**src/rtl/seg_display_arbiter.sv**
```systemverilog
`timescale 1ns/1ps
`default_nettype none
// +--------------------------------------------------------------------------+
// | seg_display_arbiter : round-robin owner of the 7-seg driver, fade handover |
// | Rev 1.0                                                                    |
// +--------------------------------------------------------------------------+
module seg_display_arbiter #(
  parameter int STEP_CYCLES = 1048576,
  parameter int HOLD_CYCLES = 50000000
) (
  input  logic        clk,
  input  logic        rst_n,
  input  logic [3:0]  req,
  input  logic [63:0] req_hexx,
  input  logic [15:0] req_points,
  input  logic [3:0]  target_lum,
  output logic [3:0]  grant,
  output logic        disp_en,
  output logic [3:0]  disp_luminance,
  output logic [15:0] disp_hexx,
  output logic [3:0]  disp_points
);

  localparam int SW = (STEP_CYCLES > 1) ? $clog2(STEP_CYCLES) : 1;
  localparam int HW = $clog2(HOLD_CYCLES + 1);

  typedef enum logic [1:0] {IDLE, FADE_IN, SHOW, FADE_OUT} state_t;

  state_t        state;
  logic [1:0]    last_owner;
  logic [1:0]    pick;
  logic [1:0]    cand;
  logic          found;
  logic [SW-1:0] step_cnt;
  logic [HW-1:0] hold_cnt;
  logic          tick;
  logic          owner_req;
  logic          others_req;

  assign tick       = (step_cnt == SW'(STEP_CYCLES - 1));
  assign owner_req  = req[last_owner];
  assign others_req = |(req & ~grant);

  // Scan starts just after the previous owner so every requester gets a turn.
  always_comb begin
    pick  = last_owner;
    found = 1'b0;
    cand  = last_owner;
    for (int i = 1; i <= 4; i++) begin
      cand = last_owner + 2'(i);
      if (!found && req[cand]) begin
        pick  = cand;
        found = 1'b1;
      end
    end
  end

  always_ff @(posedge clk or negedge rst_n) begin
    if (!rst_n) begin
      state          <= IDLE;
      last_owner     <= 2'd3;
      step_cnt       <= '0;
      hold_cnt       <= '0;
      grant          <= 4'b0000;
      disp_en        <= 1'b0;
      disp_luminance <= 4'd0;
      disp_hexx      <= 16'h0000;
      disp_points    <= 4'h0;
    end else begin
      step_cnt <= tick ? '0 : step_cnt + 1'b1;

      if (state != IDLE && owner_req) begin
        disp_hexx   <= req_hexx[{last_owner, 4'b0000} +: 16];
        disp_points <= req_points[{last_owner, 2'b00} +: 4];
      end

      case (state)
        IDLE: begin
          if (|req) begin
            grant          <= 4'b0001 << pick;
            last_owner     <= pick;
            disp_en        <= 1'b1;
            disp_luminance <= 4'd0;
            step_cnt       <= '0;
            state          <= FADE_IN;
          end
        end
        FADE_IN: begin
          if (!owner_req) begin
            step_cnt <= '0;
            state    <= FADE_OUT;
          end else if (disp_luminance >= target_lum) begin
            step_cnt <= '0;
            hold_cnt <= '0;
            state    <= SHOW;
          end else if (tick) begin
            disp_luminance <= disp_luminance + 4'd1;
          end
        end
        SHOW: begin
          disp_luminance <= target_lum;
          if (hold_cnt != HW'(HOLD_CYCLES))
            hold_cnt <= hold_cnt + 1'b1;
          if (!owner_req || (hold_cnt == HW'(HOLD_CYCLES) && others_req)) begin
            step_cnt <= '0;
            state    <= FADE_OUT;
          end
        end
        FADE_OUT: begin
          // Release only after a full step spent at zero brightness.
          if (tick) begin
            if (disp_luminance == 4'd0) begin
              grant    <= 4'b0000;
              disp_en  <= 1'b0;
              step_cnt <= '0;
              state    <= IDLE;
            end else begin
              disp_luminance <= disp_luminance - 4'd1;
            end
          end
        end
        default: state <= IDLE;
      endcase
    end
  end

endmodule
`default_nettype wire

```
**config.mk**
```make
export PLATFORM = sky130hd
export DESIGN_NAME = seg_display_arbiter
export DESIGN_NICKNAME = d
export VERILOG_FILES = /design/src/rtl/seg_display_arbiter.sv
export SDC_FILE = /design/constraint.sdc
export NUM_CORES = 1
export LEC_CHECK = 0
export BUFFER_PORTS_ARGS = -buffer_cell sky130_fd_sc_hd__buf_4
export CORE_UTILIZATION = 54
export CTS_CLUSTER_DIAMETER = 80
export DETAILED_ROUTE_END_ITERATION = 8
export HOLD_SLACK_MARGIN = 0.12
export PLACE_DENSITY_LB_ADDON = 0.2
export SETUP_SLACK_MARGIN = 0.15
export SLEW_MARGIN = 20
export SYNTH_ARGS = -nofsm -noshare
export SYNTH_HDL_FRONTEND = slang
export SYNTH_SLANG_ARGS = --single-unit
```
**constraint.sdc**
```tcl
create_clock -name clk -period 3.05 [get_ports clk]
set_input_delay 0.1525 -clock clk [delete_from_list [all_inputs] [get_ports clk]]
set_output_delay 0.1525 -clock clk [all_outputs]
set_load 0.01 [all_outputs]
```
======== Word level (Yosys, flattened, before mapping) ========
Cells that the tools add are included.
operators by class
  $add $sub $neg .......................... 7
  magnitude comparators ................... 5
  equality and inequality tests ........... 17
  shift operators ......................... 3
  muxes and demuxes ....................... 49
  bitwise gates (word level) .............. 2
  reductions and logical operators ........ 22
operators with widths
  kind                                                 count
  two-way mux 20 bit                                   7
  one-hot mux 20 bit (4 select lines)                  1
  two-way mux 26 bit                                   3
  indexed part select 64 x 7 -> 16 bit                 1
  one-hot mux 26 bit (2 select lines)                  1
  two-way mux 4 bit                                    9
  adder 26 x 1 -> 26 bit (second input constant)       1
  == test 26 bit (second input constant)               1
  != test 26 bit (second input constant)               1
  adder 20 x 1 -> 20 bit (second input constant)       1
  == test 20 bit (second input constant)               1
  two-way mux 2 bit                                    10
  != test 2 bit (second input constant)                10
  one-hot mux 4 bit (4 select lines)                   1
  indexed part select 16 x 5 -> 4 bit                  1
  < comparator 2 x 3 -> 1 bit (second input constant)  4
  two-way mux 1 bit                                    10
  binary-select mux 1 bit (select 2 bit)               4
  one-hot mux 2 bit (4 select lines)                   1
  one-hot mux 4 bit (2 select lines)                   1
  AND reduction 4 bit                                  2
  OR reduction 4 bit                                   2
  AND reduction 6 bit                                  1
  nonzero test 2 bit                                   3
  19 further kinds                                     28
word-level totals
  bits in registers ....................... 79
  word-level logic and storage cells ...... 114

======== Logic depth before layout (Yosys ltp) ========
  word-level depth ........................ 16
  mapped depth ............................ 9
  mapped depth without buffers ............ 8

======== Worst setup path before layout ========
OpenSTA, ideal clock, no wires.
  path kind ............................... register to register
  start ................................... register disp_luminance[0]
  end ..................................... register disp_luminance[0]
  library setup time ...................... 0.128 ns
  data arrival time ....................... 2.330 ns
  setup slack ............................. 0.593 ns
  stages on the path, launching flop included .. 10
  buffers on the path ..................... 1
  period minus slack after synthesis ...... 2.457 ns
  path through ............................ dfrtp_1 -> inv_1 -> ha_1 -> nand2b_1 -> a2111oi_4 -> o21ai_0 -> o21ai_0 -> and3_1 -> clkbuf_1 -> mux2_1
between the ends
  word-level cells in the longest chain between the ends .. 5
  elaborated cells on any way between the ends .. 13
ends and longest elaborated chain
  what                                line  text
  start: declaration                  19    output logic [3:0] disp_luminance,
  start signal: assignment            97    disp_luminance <= disp_luminance + 4'd1;
  start signal: assignment            101   disp_luminance <= target_lum;
  start signal: assignment            118   disp_luminance <= disp_luminance - 4'd1;
  adder 4 x 1 -> 4 bit                97
  two-way mux 4 bit                   96    end else if (tick) begin
  two-way mux 4 bit                   92    end else if (disp_luminance >= target_lum) begin
  two-way mux 4 bit                   89    if (!owner_req) begin
  one-hot mux 4 bit (4 select lines)  77    case (state)
Parallel ways exist; a longest one is shown, timed or not. The select of a mux whose other input is x is not followed.
A chain may end at the register's enable or synchronous reset.

======== Worst setup path after layout ========
  start ................................... register disp_luminance[0]
  end ..................................... register step_cnt[7]
between the ends
  word-level cells in the longest chain between the ends .. 4
  elaborated cells on any way between the ends .. 7
ends and longest elaborated chain
  what                                                           line     text
  >= comparator 4 bit / zero test 4 bit (equally long branches)  92, 112
  two-way mux 20 bit (on tied branches)                          92, 112
  two-way mux 20 bit (on tied branches)                          89, 111
  one-hot mux 20 bit (4 select lines) *                          77
  end signal: assignment                                         70       step_cnt <= tick ? '0 : step_cnt + 1'b1;
  end: declaration                                               34       logic [SW-1:0] step_cnt;
Every way passes the cells marked *; elsewhere a longest branch is shown, timed or not.

==> results.json <==
{
  "wl_per_cell_um": 15.9,
  "finalCritPeriodShare_pct": 88.9,
  "drive_gt1_share_pct": 33.7,
  "yosys.cell_count.top_type": "dfrtp_1",
  "hold_viol": 0,
  "synth-seq-cells": 79,
  "drcViolationCount": 0,
  "numCtsBuffers": 9,
  "r2r-end": "step_cnt[7]$_DFF_PN0_",
  "fmax_mhz": 369,
  "rr_worst_depth": 8,
  "ir_drop_uv": 607,
  "cts.sinks": 79,
  "synth_top_area_share_pct": 41.6,
  "status": "completed",
  "synth_mux_area_share_pct": 16.7,
  "synth_edf_count": 0,
  "yosysWarnings": 0,
  "synth_cell_types": 54,
  "cts-root-buf": "clkbuf_8",
  "cts_tree": "built",
  "async_reset_ff_share_pct": 100,
  "min_path_type": "primary input to register",
  "p_total_mw": 4.77,
  "diodes": 0,
  "synth_top_family_by_area": "simple AND/OR/NAND/NOR gates",
  "leakage_nw": 2.74,
  "whs_ns": 0.192,
  "cp_cell_sequence": "inv_1 -> ha_1 -> nand2b_1 -> a2111oi_4 -> o211ai_1 -> a32o_1 -> nand2b_2 -> nor2_1",
  "utilization_pct": 71.0,
  "clock_path_buffers": 2,
  "required_ns": 3.33,
  "hold_end": "disp_luminance[0]$_DFFE_PN0P_",
  "endpoint_kind": "register",
  "gp_congestion": 0.846,
  "worst_path_largest_cell_delay_ns": 0.49,
  "synth_top_cells_by_area": "dfrtp_1 (42%), mux4_2 (10%), xor2_1 (5.9%)",
  "startpoint_type": "register",
  "clock_latency_ns": 0.35,
  "area_delta_synth_final_pct": 26.4,
  "synth-xor-area-share_pct": 7.56,
  "synth-seq-area-share_pct": 42.7,
  "drt_pre_antenna_iters": 4,
  "r2r_slack_ns": 0.34,
  "die_height_um": 94.7,
  "synth_common_cells": "dfrtp_1 (77), nor2_1 (53), xor2_1 (31), nand2_1 (28), nand3_1 (26)",
  "overflow": 0,
  "path_clk_slew_ns": 0.08,
  "grt_pass1_vias": 3648,
  "synthSimpleGateAreaFrac_pct": 18.7,
  "grt_pass1_wl_mm": 17.0,
  "portBuffers": 118,
  "reg2reg_from": "disp_luminance[0]$_DFFE_PN0P_",
  "fp-row-count": 33,
  "criticalPathCategory": "register to register",
  "track_usage_pct": 24.6,
  "synth_compound_area_share_pct": 7.04,
  "power_density_nw_per_um2": 814,
  "io_pins": 119,
  "core_um2": 8260,
  "dr_total_vias": 3728,
  "tightest_slew_ns": 0.707,
  "initial_core_util_pct": 56.2,
  "htreeDepth": 3,
  "drv_slew": 0,
  "nets": 654,
  "dp_hpwl_mm": 7.72,
  "die-area_um2": 8960,
  "die_w_um": 94.7,
  "fin_skew_ns": 0.00632,
  "relSlewSlack_pct": 52.9,
  "ant_nets": 0,
  "synth-adder-area-share_pct": 3.94,
  "finalSetupTns_ns": 0,
  "synthCells": 435,
  "syn_area_um2": 4640,
  "grt_antenna_before_repair": 0,
  "syn-num-nets": 539,
  "synth_top_area_cell": "dfrtp_1",
  "min-delay-start": "target_lum[0]",
  "grt_max_degree": 80,
  "dr.first_iter.drc_count": 195,
  "ys.flop_type": "dfrtp_1",
  "syn_area_per_cell_um2": 10.7,
  "maxCapViolCount": 0,
  "rsz0062_at_grt": "no",
  "via_per_inst": 5.65,
  "holdPathStages": 4,
  "critPathMaxFanout": 12,
  "slowest_stage": "a2111oi_4",
  "routed_wl_mm": 10.5,
  "worst_ep_arrival_time_ns": 3.00,
  "period_minus_slack_ns": 2.71,
  "finalSetupViolCount": 0
}
## routing by layer
layer | track usage (%) | vias to the layer above | part of all wire (%)
li1 | - | 1784 | -
met1 | 30.6 | 1829 | 41
met2 | 42.1 | 98 | 52
met3 | 5.64 | 17 | 5.7
met4 | 8.33 | 0 | 1.6
met5 | 0 | - | 0
## how the worst max path moves through the flow
stage | start | endpoint | slack (ns) | depth (start not counted)
detailed placement | disp_luminance[0]$_DFFE_PN0P_ | step_cnt[7]$_DFF_PN0_ | 0.32 | 8
finish | disp_luminance[0]$_DFFE_PN0P_ | step_cnt[7]$_DFF_PN0_ | 0.34 | 8
global placement | disp_luminance[0]$_DFFE_PN0P_ | step_cnt[3]$_DFF_PN0_ | 0.44 | 8
CTS | disp_luminance[0]$_DFFE_PN0P_ | step_cnt[7]$_DFF_PN0_ | 0.30 | 8
global route | disp_luminance[0]$_DFFE_PN0P_ | step_cnt[15]$_DFF_PN0_ | 0.15 | 8
floorplan | disp_luminance[0]$_DFFE_PN0P_ | disp_luminance[0]$_DFFE_PN0P_ | 0.59 | 9
## through the flow
step	setup slack, ns	cells	area [um2]
5_1_grt	0.152	660	5860
3_3_place_gp	0.436	643	5600
6_report	0.339	660	5860
3_5_place_dp	0.317	643	5600
2_1_floorplan	0.593	435	4640
4_1_cts	0.299	660	5860
## kinds of logic after synthesis
group / after synthesis
muxes: 48
xor gates and xnor gates: 40
buffers and inverters: 37
DFF: 79
AOI/OAI and AO/OA: 45
adders and majority gates: 14
and+or+nand+nor: 172
## report_power, final
| group | internal, mW | leakage (nW) | switching [mW] |
|---|---|---|---|
| logic | 1.14 | 1.59 | 1.19 |
| registers | 1.31 | 1.03 | 0.177 |
| clock network | 0.568 | 0.124 | 0.383 |
| total | 3.02 | 2.74 | 1.75 |
## area by class of cell
| class | instances | area, um2 |
|---|---|---|
| Sequential cell | 79 | 1980 |
| Clock inverter | 5 | 104 |
| Inverter | 17 | 63.8 |
| Clock buffer | 11 | 141 |
| Multi-Input combinational cell | 319 | 2500 |
| Timing Repair Buffer | 124 | 937 |
| Fill cell | 632 | 2400 |
| Tap cell | 105 | 131 |
## worst max-delay path: cells and delay by family, from the launching register on
kind / cells / cell delay [ns]
adder cells (fa/ha/maj): 1 / 0.25
flip-flops: 1 / 0.42
AND/OR/NAND/NOR: 3 / 0.66
AO/OA/AOI/OAI: 3 / 1.15
buffers and inverters: 1 / 0.15
## flip-flops by register name, summed over array words and instances (netlist names)
register and count:
hold_cnt 26, step_cnt 20, disp_hexx 16, disp_luminance 4, disp_points 4, grant 4
last_owner 2, state 2, disp_en 1
## cells in the final DEF (no fill, tap or decap), types with 2 or more instances in the layout
cell	count
buf_4	122
nand2b_1	7
ha_1	13
o21ai_1	3
nor3_1	3
o21ai_0	14
dfstp_2	2
and3_1	15
inv_1	16
mux2i_1	2
nor4_1	3
xor2_1	31
a21oi_1	11
nand3b_1	3
or4_1	2
nor2_1	53
mux2_1	5
mux4_2	21
nand2_1	28
and2_1	4
and4_1	4
nand3_1	26
clkbuf_8	10
xnor2_1	9
dfrtp_1	77
or3_1	2
bufinv_16	3
nand4_1	15
mux2_2	20
a32o_1	2
## what timing repair did
action / in CTS / in global routing
endpoints found under the hold margin: 77 / 0
resized for setup: 0 / 1
endpoints found under the setup margin: 0 / 9
hold buffers: 1 / 0
setup buffers: 0 / 0
Power figures use the tool's default switching activity.
